$ cat src/rtl/strand_mem_arbiter.sv
// rtl/strand_mem_arbiter.sv - round-robin arbiter sharing one pixel RAM among strand drivers
module strand_mem_arbiter #(
    parameter int STRAND_SEL_WIDTH   = 2,
    parameter int STRAND_PARAM_WIDTH = 16,
    parameter int MEM_DATA_WIDTH     = 24,
    localparam int NUM_STRANDS       = 2 ** STRAND_SEL_WIDTH,
    localparam int MEM_ADDR_WIDTH    = STRAND_SEL_WIDTH + STRAND_PARAM_WIDTH
) (
    input  logic                                      clk,
    input  logic                                      rst_n,
    input  logic [NUM_STRANDS-1:0]                    req_valid,
    input  logic [NUM_STRANDS*STRAND_PARAM_WIDTH-1:0] req_idx,
    output logic [NUM_STRANDS-1:0]                    req_ready,
    output logic                                      mem_rd_en,
    output logic [MEM_ADDR_WIDTH-1:0]                 mem_addr,
    input  logic [MEM_DATA_WIDTH-1:0]                 mem_rd_data,
    output logic [NUM_STRANDS-1:0]                    rsp_valid,
    output logic [MEM_DATA_WIDTH-1:0]                 rsp_data
);

    logic [STRAND_SEL_WIDTH-1:0]   last_grant;
    logic [STRAND_SEL_WIDTH-1:0]   winner;
    logic [STRAND_SEL_WIDTH-1:0]   cand;
    logic [NUM_STRANDS-1:0]        grant_oh;
    logic                          found;
    logic                          handshake;
    logic [STRAND_PARAM_WIDTH-1:0] idx_arr [NUM_STRANDS];

    logic [STRAND_SEL_WIDTH-1:0]   s1_strand;
    logic                          s2_valid;
    logic [STRAND_SEL_WIDTH-1:0]   s2_strand;

    always_comb begin
        for (int i = 0; i < NUM_STRANDS; i++) begin
            idx_arr[i] = req_idx[i*STRAND_PARAM_WIDTH +: STRAND_PARAM_WIDTH];
        end
    end

    // Search starts one past the last winner; the final candidate wraps back to last_grant itself.
    always_comb begin
        grant_oh = '0;
        winner   = '0;
        found    = 1'b0;
        cand     = '0;
        for (int k = 1; k <= NUM_STRANDS; k++) begin
            cand = last_grant + STRAND_SEL_WIDTH'(k);
            if (!found && req_valid[cand]) begin
                grant_oh[cand] = 1'b1;
                winner         = cand;
                found          = 1'b1;
            end
        end
    end

    assign req_ready = rst_n ? grant_oh : '0;
    assign handshake = rst_n & found;

    // Three fixed stages: address issue, RAM access, response register.
    always_ff @(posedge clk) begin
        if (!rst_n) begin
            last_grant <= '1;
            mem_rd_en  <= 1'b0;
            mem_addr   <= '0;
            s1_strand  <= '0;
            s2_valid   <= 1'b0;
            s2_strand  <= '0;
            rsp_valid  <= '0;
            rsp_data   <= '0;
        end else begin
            mem_rd_en <= handshake;
            if (handshake) begin
                last_grant <= winner;
                mem_addr   <= {winner, idx_arr[winner]};
                s1_strand  <= winner;
            end
            s2_valid  <= mem_rd_en;
            s2_strand <= s1_strand;
            rsp_valid <= s2_valid ? (NUM_STRANDS'(1) << s2_strand) : '0;
            if (s2_valid) begin
                rsp_data <= mem_rd_data;
            end
        end
    end

endmodule
$ cat config.mk
export PLATFORM = sky130hd
export DESIGN_NAME = strand_mem_arbiter
export DESIGN_NICKNAME = d
export VERILOG_FILES = /design/src/rtl/strand_mem_arbiter.sv
export SDC_FILE = /design/constraint.sdc
export NUM_CORES = 1
export LEC_CHECK = 0
export CAP_MARGIN = 15
export CELL_PAD_IN_SITES_DETAIL_PLACEMENT = 0
export CELL_PAD_IN_SITES_GLOBAL_PLACEMENT = 1
export CORE_MARGIN = 4
export CORE_UTILIZATION = 32
export CTS_CLUSTER_DIAMETER = 80
export DETAILED_ROUTE_END_ITERATION = 6
export HOLD_SLACK_MARGIN = 0.03
export PLACE_DENSITY = 0.95
export SYNTH_ARGS = -nofsm -noshare
export SYNTH_HDL_FRONTEND = slang
export SYNTH_SLANG_ARGS = --single-unit
$ cat constraint.sdc
create_clock -name clk -period 6.4 [get_ports clk]
set_clock_uncertainty 0.15 [all_clocks]
set_input_delay 1.28 -clock clk [delete_from_list [all_inputs] [get_ports clk]]
set_output_delay 1.28 -clock clk [all_outputs]
set_load 0.03 [all_outputs]
---- Word level (Yosys, flattened, before mapping) ----
Index checks and enable logic that the tools add are counted.
cells by class
  shift operators ......................... 1
  $lt $le $gt $ge ......................... 9
  add/sub/neg operators ................... 3
  bitwise gates (word level) .............. 5
  multiplexer cells ....................... 32
  reduce and logical (&&, ||, !) cells .... 11
operator list
  operator                                                                number
  16-bit binary-select mux with 2-bit select                              1
  16-bit two-way mux                                                      2
  4-bit two-way mux                                                       5
  2-bit by 3-bit < comparator with 1-bit output (second input constant)   4
  1-bit two-way mux                                                       12
  4-bit OR                                                                3
  1-bit binary-select mux with 2-bit select                               4
  1-bit demux with 2-bit select                                           4
  2-bit by 1-bit >= comparator with 1-bit output (second input constant)  4
  2-bit two-way mux                                                       4
  1-bit logical AND                                                       7
  2-bit adder (second input constant)                                     2
  1-bit by 2-bit << shifter with 4-bit output (first input constant)      1
  3-bit >= comparator (second input constant)                             1
  1-bit zero test                                                         3
  2-bit inverter with 3-bit output                                        1
  2-bit by 1-bit adder with 2-bit output (second input constant)          1
  2-bit AND reduction                                                     1
  1-bit AND                                                               1
word-level totals
  bits in registers ....................... 54
  input port bits ......................... 94
  output and inout port bits .............. 51

---- Longest topological paths before layout ----
Gate-level depths: netlist of run 1.
  depth after elaboration ................. 17
  depth in mapped cells ................... 13

---- Worst setup path before layout of run 1 ----
OpenSTA, ideal clock, no wires.
  path kind ............................... register to output
  from .................................... register last_grant[0]
  to ...................................... output port req_ready[0]
  path slack .............................. 1696 ps
  path buffers ............................ 3
  stages on the path, launching flop included .. 12
  data arrival time ....................... 3274 ps
  cell sequence ........................... dfxtp_1 -> buf_2 -> buf_2 -> inv_1 -> ha_1 -> mux4_2 -> buf_2 -> or2_2 -> a21oi_1 -> a22oi_1 -> o21ai_0 -> and2_1
on the way
  longest elaborated chain between the ends .. 14
  elaborated cells on any way between the ends .. 48
RTL lines
  item                                                                                                    line  source
  start, declared                                                                                         21    logic [STRAND_SEL_WIDTH-1:0] last_grant;
  start signal, assigned                                                                                  72    last_grant <= winner;
  parallel branches: the longest is 12 deep, another holds 2-bit by 3-bit < comparator with 1-bit output  -
  4-bit two-way mux (*)                                                                                   47    if (!found && req_valid[cand]) begin
  4-bit two-way mux (*)                                                                                   55    assign req_ready = rst_n ? grant_oh : '0;
  end, declared                                                                                           13    output logic [NUM_STRANDS-1:0] req_ready,
Mark *: on every way between the ends. The select of a mux whose other input is x is not followed.

---- Final worst setup path of run 1 ----
  from .................................... input port req_valid[3]
  to ...................................... output port req_ready[1]
on the way
  longest elaborated chain between the ends .. 13
  elaborated cells on any way between the ends .. 25
RTL lines
  item                                       line  source
  start, declared                            11    input logic [NUM_STRANDS-1:0] req_valid,
  1-bit binary-select mux with 2-bit select  47
  1-bit two-way mux (not written as such)    47
  1-bit two-way mux                          47
  1-bit zero test                            47
  1-bit logical AND                          47
  1-bit two-way mux                          47
  1-bit zero test                            47
  1-bit logical AND                          47
  1-bit two-way mux                          47
  1-bit zero test                            47
  1-bit logical AND                          47
  4-bit two-way mux (*)                      47
  4-bit two-way mux (*)                      55
Every way passes the cells marked *; elsewhere a longest branch is shown, timed or not. The select of a mux whose other input is x is not followed.

==> results of run 1 <==
per-stage QoR:
stage	area, um2	util, %
5_1_grt	4520	51.4
4_1_cts	4520	51.4
6_report	4520	51.4
2_1_floorplan	2930	-
3_5_place_dp	4400	50.0
3_3_place_gp	4400	50.0
worst paths after layout:
check / end / slack, ns / cells after the start
hold / removal: rsp_valid[2] / 0.32 / 1
setup reg to reg: mem_addr[11] / 2.67 / 9
setup / recovery: req_ready[1] / 0.85 / 8
hold reg to reg: rsp_valid[2] / 0.32 / 1
cells in the mapped netlist (2+ instances only):
master / number / area (um2)
ha_1: 8 / 100
or3_1: 11 / 68.8
mux2i_1: 46 / 460
buf_6: 3 / 33.8
mux4_2: 3 / 67.6
o211ai_1: 8 / 60.1
nand2_1: 20 / 75.1
nor2b_1: 26 / 163
o22ai_1: 17 / 106
clkbuf_1: 11 / 41.3
a21oi_1: 3 / 15.0
nor3b_1: 2 / 15.0
nand3_1: 3 / 15.0
nor2_1: 11 / 41.3
o21ai_0: 7 / 35.0
buf_2: 7 / 35.0
a22oi_1: 8 / 60.1
o32a_1: 8 / 80.1
buf_1: 2 / 7.51
o21bai_1: 8 / 60.1
o221ai_1: 8 / 70.1
and2_1: 9 / 56.3
inv_1: 3 / 11.3
dfxtp_1: 52 / 1040
final cells by class:
cell class | instances | area, um2 | share of cell area [%]
Multi-Input combinational cell | 224 | 1740 | 38.4
Sequential cell | 52 | 1040 | 23.0
Inverter | 3 | 11.3 | 0.249
Clock inverter | 2 | 38.8 | 0.858
Clock buffer | 6 | 82.6 | 1.83
Tap cell | 108 | 135 | 2.99
Timing Repair Buffer | 149 | 1480 | 32.7
metal layers:
metal  up-vias  wire, um  global-route usage [%]
met1      1292      3840                    19.9
met5         -         0                       0
li1       1388         -                       -
met3         6       555                    3.86
met4         0        80                    2.85
met2        99      4170                    27.1
flip-flops by register name (all words and copies together) (netlist names):
| signal | flops |
|---|---|
| rsp_data | 24 |
| mem_addr | 18 |
| rsp_valid | 4 |
| last_grant | 2 |
| s2_strand | 2 |
| mem_rd_en | 1 |
| s2_valid | 1 |
worst max-delay path, stage by stage:
cell and delay, ns:
clkdlybuf4s50_1 0.60, mux4_2 0.58, or2_2 0.32, a21oi_1 0.32, a22oi_1 0.11, o21ai_0 0.10, and2_1 0.14, clkdlybuf4s50_1 0.67
cell families after synthesis:
| logic type | Yosys count | synth area share (%) |
|---|---|---|
| buffers and inverters | 27 | 5.09 |
| flip-flops | 52 | 35.6 |
| adder cells (fa/ha/maj) | 8 | 3.42 |
| XOR/XNOR | 1 | 0.299 |
| AND/OR/NAND/NOR | 89 | 17.0 |
| multiplexers | 50 | 18.4 |
| AO/OA/AOI/OAI | 76 | 20.2 |
power by group:
part,total [mW],internal [mW],switching [mW]
Combinational,1.02,0.455,0.566
Clock,0.235,0.128,0.107
Sequential,0.429,0.389,0.0399
==> impl_results.md, run 1 <==
- Clk root buf: clkbuf_8
- Least-Margin Pin Slew: roughly 0.69 ns
- Yosys reg bits: 52
- Fin. Hold Viols: 0
- RSZ-0062 raised after global routing: false
- Most used flip-flop cell after synthesis: dfxtp_1
- Worst Hold Launch: s2_strand[0]
- Hold Worst Slack: 0.317 ns
- Most frequent cells in the layout: clkdlybuf4s50_1 (144), dfxtp_1 (52), mux2i_1 (46)
- Drc violations: 0
- Initial antenna violation count: 0
- Die footprint: about 11000 um2
- Seq/Total Area, Yosys: 35.6%
- Clk sink count: 52
- Post-route insts no fill: between 500 and 600
- Fin worst setup slack: 0.845 ns
- Vias in the first global route: approximately 2800
- Fin Setup TNS: 0 ns
- Min-delay worst type: flip-flop to flip-flop
- Via count: 2785
- Area delta synth->final: 54.6%
- Yosys cell types: 43
- Number of synthesized flops with an enable pin: 0
- Clk slew on worst S/H paths: roughly 0.09 ns
- CTS tree: built
- # fillers: between 800 and 900
- Iteration-0 DRC Markers: ~110
- Synth Warn #: 0
- Max transition margin: 54.1%
- Nets: 537
- CTS max path bufs: 2
- Pwr Total: about 1.7 mW
- # diodes: 0
- Global placer's final weighted congestion: 0.754
- Post-Syn Area: around 3000 um2
- IO Port Bufs: ~140
- Worst Path Required: roughly 5.0 ns
- Cts hold-fix bufs: 0
- Total CTS buffers: 5
- Status: completed
- Worst Setup End Kind: output port
- Row count: 34
- R2R Path Start: last_grant[1]
- Post-Syn Instances: roughly 300
- Worst Setup SP: req_valid[3]
- Final min period: 5.55 ns
- Post-CTS Setup Repair Bufs: 0
- Total Wirelength: 8650 um
- Clock H-tree levels: 2
- Max rail drop VDD: 0.000175 V
- Pwr dens: 373 nW/um2
- Initial Util: about a third
- Die height: 104 um
- Syn Area/Cell: 9.65 um2
- LEAKAGE: ~1.6 nW
- HPWL after detailed placement: 6630 um
- Commonest non-fill, non-tap cell in the layout: clkdlybuf4s50_1
- Worst setup SP type: input pin
- Slew Viols, Final: 0
- Die width: 104 um
- Layout cell share with drive strength beyond 1: 5.28%
- I/O pin count: 145
- Achievable frequency: 0.180 GHz
- Asr flop ratio synth: 0%
- Syn_nets: 405
- First-pass GRT wire length: 14200 um
- Total global-route track usage: 15.6%
- Core area: 8810 um2
- Maximum fanout along the worst path: 14
- Detailed Routing Iterations Pass 1: 4
- Post-place setup slack: 0.888 ns
- Post-cts sizing count: 0
- Largest net degree at the start of global routing: 29
- DR vias/cell: just over 5
- Cell total after placement: between 500 and 600
- Final Cycle Share: 86.8%
- Worst Setup Path Type: input pin to output port
- Critical path data arrival time: 4.12 ns
- Worst skew pair latency: 0.29 ns
- Final setup fails: 0
- Congestion Overflow GR: 0
- Antenna-violating nets left: 0
- WL per Instance: 15.9 um
- Max-Cap Viols: 0
No activity file was read; power rests on OpenSTA's default activity.
==> run 2, diff against run 1 <==
--- a/config.mk
+++ b/config.mk
@@ -5,15 +5,14 @@
 export SDC_FILE = /design/constraint.sdc
 export NUM_CORES = 1
 export LEC_CHECK = 0
-export CAP_MARGIN = 15
 export CELL_PAD_IN_SITES_DETAIL_PLACEMENT = 0
 export CELL_PAD_IN_SITES_GLOBAL_PLACEMENT = 1
 export CORE_MARGIN = 4
-export CORE_UTILIZATION = 32
+export CORE_UTILIZATION = 26
 export CTS_CLUSTER_DIAMETER = 80
 export DETAILED_ROUTE_END_ITERATION = 6
 export HOLD_SLACK_MARGIN = 0.03
-export PLACE_DENSITY = 0.95
+export PLACE_DENSITY = 0.84
 export SYNTH_ARGS = -nofsm -noshare
 export SYNTH_HDL_FRONTEND = slang
 export SYNTH_SLANG_ARGS = --single-unit
==> constraint.sdc (replaced) <==
create_clock -name clk -period 5 [get_ports clk]
set_clock_uncertainty 0.15 [all_clocks]
set_input_delay 1 -clock clk [delete_from_list [all_inputs] [get_ports clk]]
set_output_delay 1 -clock clk [all_outputs]
set_load 0.03 [all_outputs]
==> impl_results.md, run 2 (synthesized netlist as in run 1, its figures left out) <==
- CP max-delay cell: clkdlybuf4s50_1
- Cts hold-fix bufs: 0 (unchanged)
- Worst Setup SP: req_valid[3]
- Vias in the first global route: 2868 (+1.7%)
- Worst Hold Launch: s2_strand[1]
- CTS tree: built
- Cell total after placement: 568 (+6.0%)
- Area after DPL: 4480 um2 (+1.8%)
- Fin. Hold Viols: 0 (unchanged)
- Pwr dens: 496 nW/um2 (+33%)
- Clk sink count: 52 (unchanged)
- First-pass GRT wire length: 15000 um (+5.5%)
- Maximum fanout along the worst path: 14 (unchanged)
- Final core occ: 42.6% (-8.8 points)
- Detailed Routing Iterations Pass 1: 4 (unchanged)
- Initial Util: 26.8% (-6.5 points)
- Largest net degree at the start of global routing: 28 (-3.4%)
- Total global-route track usage: 14.2% (-1.5 points)
- WL per Instance: 16.4 um (+3.3%)
- Commonest non-fill, non-tap cell in the layout: clkdlybuf4s50_1
- Critical path data arrival time: 3.38 ns (-0.74 ns)
- # fillers: 1105 (+34%)
- Biggest register: rsp_data
- Max transition margin: 51.2% (-2.9 points)
- IO Port Bufs: 144 (unchanged)
- Max FFs per register: 24 (unchanged)
- Least-Margin Pin Slew: 0.732 ns (+0.0431 ns)
- Worst Path Required: 3.85 ns (-1.12 ns)
- Pwr Total: 2.31 mW (+37%)
- Total Wirelength: 9460 um (+9.4%)
- Clock H-tree levels: 2 (unchanged)
- Min-delay worst type: flip-flop to flip-flop
- Largest stage delay on the critical path: 0.60 ns (-0.07 ns)
- Post-cts sizing count: 0 (unchanged)
- HPWL after detailed placement: 7160 um (+8.1%)
- Layout cell share with drive strength beyond 1: 6.19% (+0.92 points)
- Total CTS buffers: 5 (unchanged)
- LEAKAGE: 1.68 nW (+2.3%)
- Post-route insts no fill: 576 (+5.9%)
- I/O pin count: 145 (unchanged)
- Worst setup SP type: input pin
- DR vias/cell: 4.88 (-4.7%)
- Congestion Overflow GR: 0 (unchanged)
- Most frequent cells in the layout: clkdlybuf4s50_1 (140), dfxtp_1 (52), mux2i_1 (46)
- Area delta synth->final: 59.1%
- # diodes: 0 (unchanged)
- Footprint of the multi-input gates: 1740 um2 (unchanged)
- R2R Path Start: last_grant[1]
- CTS max path bufs: 2 (unchanged)
- Fin Setup TNS: 0 ns (unchanged)
- Max-Cap Viols: 0 (unchanged)
- Worst Setup End Kind: output port
- Antenna-violating nets left: 0 (unchanged)
- Worst skew pair latency: 0.29 ns (about the same)
- Drc violations: 0 (unchanged)
- Via count: 2811 (+0.93%)
- RSZ-0062 raised after global routing: false
- Nets: 537 (unchanged)
- Final Cycle Share: around 91%
- Iteration-0 DRC Markers: 140 (+24%)
- Die height: 114 um (+10%)
- Biggest regs: rsp_data x24, mem_addr x18, rsp_valid x4
- Final Cell Area: 4650 um2 (+2.9%)
- Final setup fails: 0 (unchanged)
- Clk root buf: clkbuf_16
- Register area: 1040 um2 (unchanged)
- Global placer's final weighted congestion: 0.803 (+6.4%)
- Initial antenna violation count: 0 (unchanged)
- Achievable frequency: between 0.2 and 0.25 GHz
- Post-CTS Setup Repair Bufs: 0 (unchanged)
- Die width: 114 um (+10%)
- Core area: 10900 um2 (+24%)
- Max rail drop VDD: 0.000247 V (+41%)
- Final min period: 4.53 ns
- Status: completed
- Clk slew on worst S/H paths: 0.07 ns (-0.02 ns)
- Die footprint: 13000 um2 (+21%)
- Row count: 38 (+12%)
- Worst-path cell chain: clkdlybuf4s50_1 -> mux4_2 -> or2_2 -> a21oi_1 -> a22oi_1 -> o21ai_0 -> and2_1 -> buf_12
- Worst Setup Path Type: input pin to output port
- Slew Viols, Final: 0 (unchanged)
-- run 2: changes by cell type in the layout (fill, tap and decap cells not counted), sizes merged --
| cell | change |
|---|---|
| clkinvlp | +1 |
| clkbuf | -1 |
| clkdlybuf4s50 | -4 |
| clkinv | -1 |
| buf | +4 |
| inv | +1 |
-- run 2: final cells by class --
cell class                 instances  share of cell area (%)
inverter                           3                   0.242
clock inverter                     3                   0.995
multi-input combinational        224                    37.3
timing repair buffer             149                    32.6
sequential                        52                    22.4
tap                              140                    3.76
clock buffer                       5                    2.69
-- run 2: critical path: cells and delay by family --
kind / cells / cell delay (ns)
and+or+nand+nor: 2 / 0.51
muxes: 1 / 0.60
buffers and inverters: 2 / 0.73
AOI/OAI and AO/OA: 3 / 0.53
-- run 2: per-layer routing --
layer	global-route usage (%)	vias to the layer above	part of all wire, %
met2	24.6	108	51
met5	0	-	0
met1	17.8	1313	42
li1	-	1381	-
met3	2.06	9	6.0
met4	4.91	0	1.3
-- run 2: report_power, final --
part | switching (mW) | leakage (nW) | internal, mW
combinational | 0.751 | 1.17 | 0.609
clock | 0.160 | 0.0804 | 0.238
sequential | 0.0536 | 0.428 | 0.499
-- run 2: final timing paths --
kind,endpoint,slack (ns),cells after the start
hold reg to reg,rsp_valid[0],0.31,1
setup reg to reg,mem_addr[1],1.22,9
hold / removal,rsp_valid[0],0.31,1
setup / recovery,req_ready[2],0.47,8
-- run 2: stage by stage --
| stage | hold slack [ns] | setup slack (ns) |
|---|---|---|
| after CTS | 0.313 | 0.518 |
| after global placement | 0.293 | 0.602 |
| after floorplan | 0.277 | 0.576 |
| after detailed placement | 0.296 | 0.521 |
| after global routing | 0.340 | 0.306 |
| final | 0.308 | 0.473 |
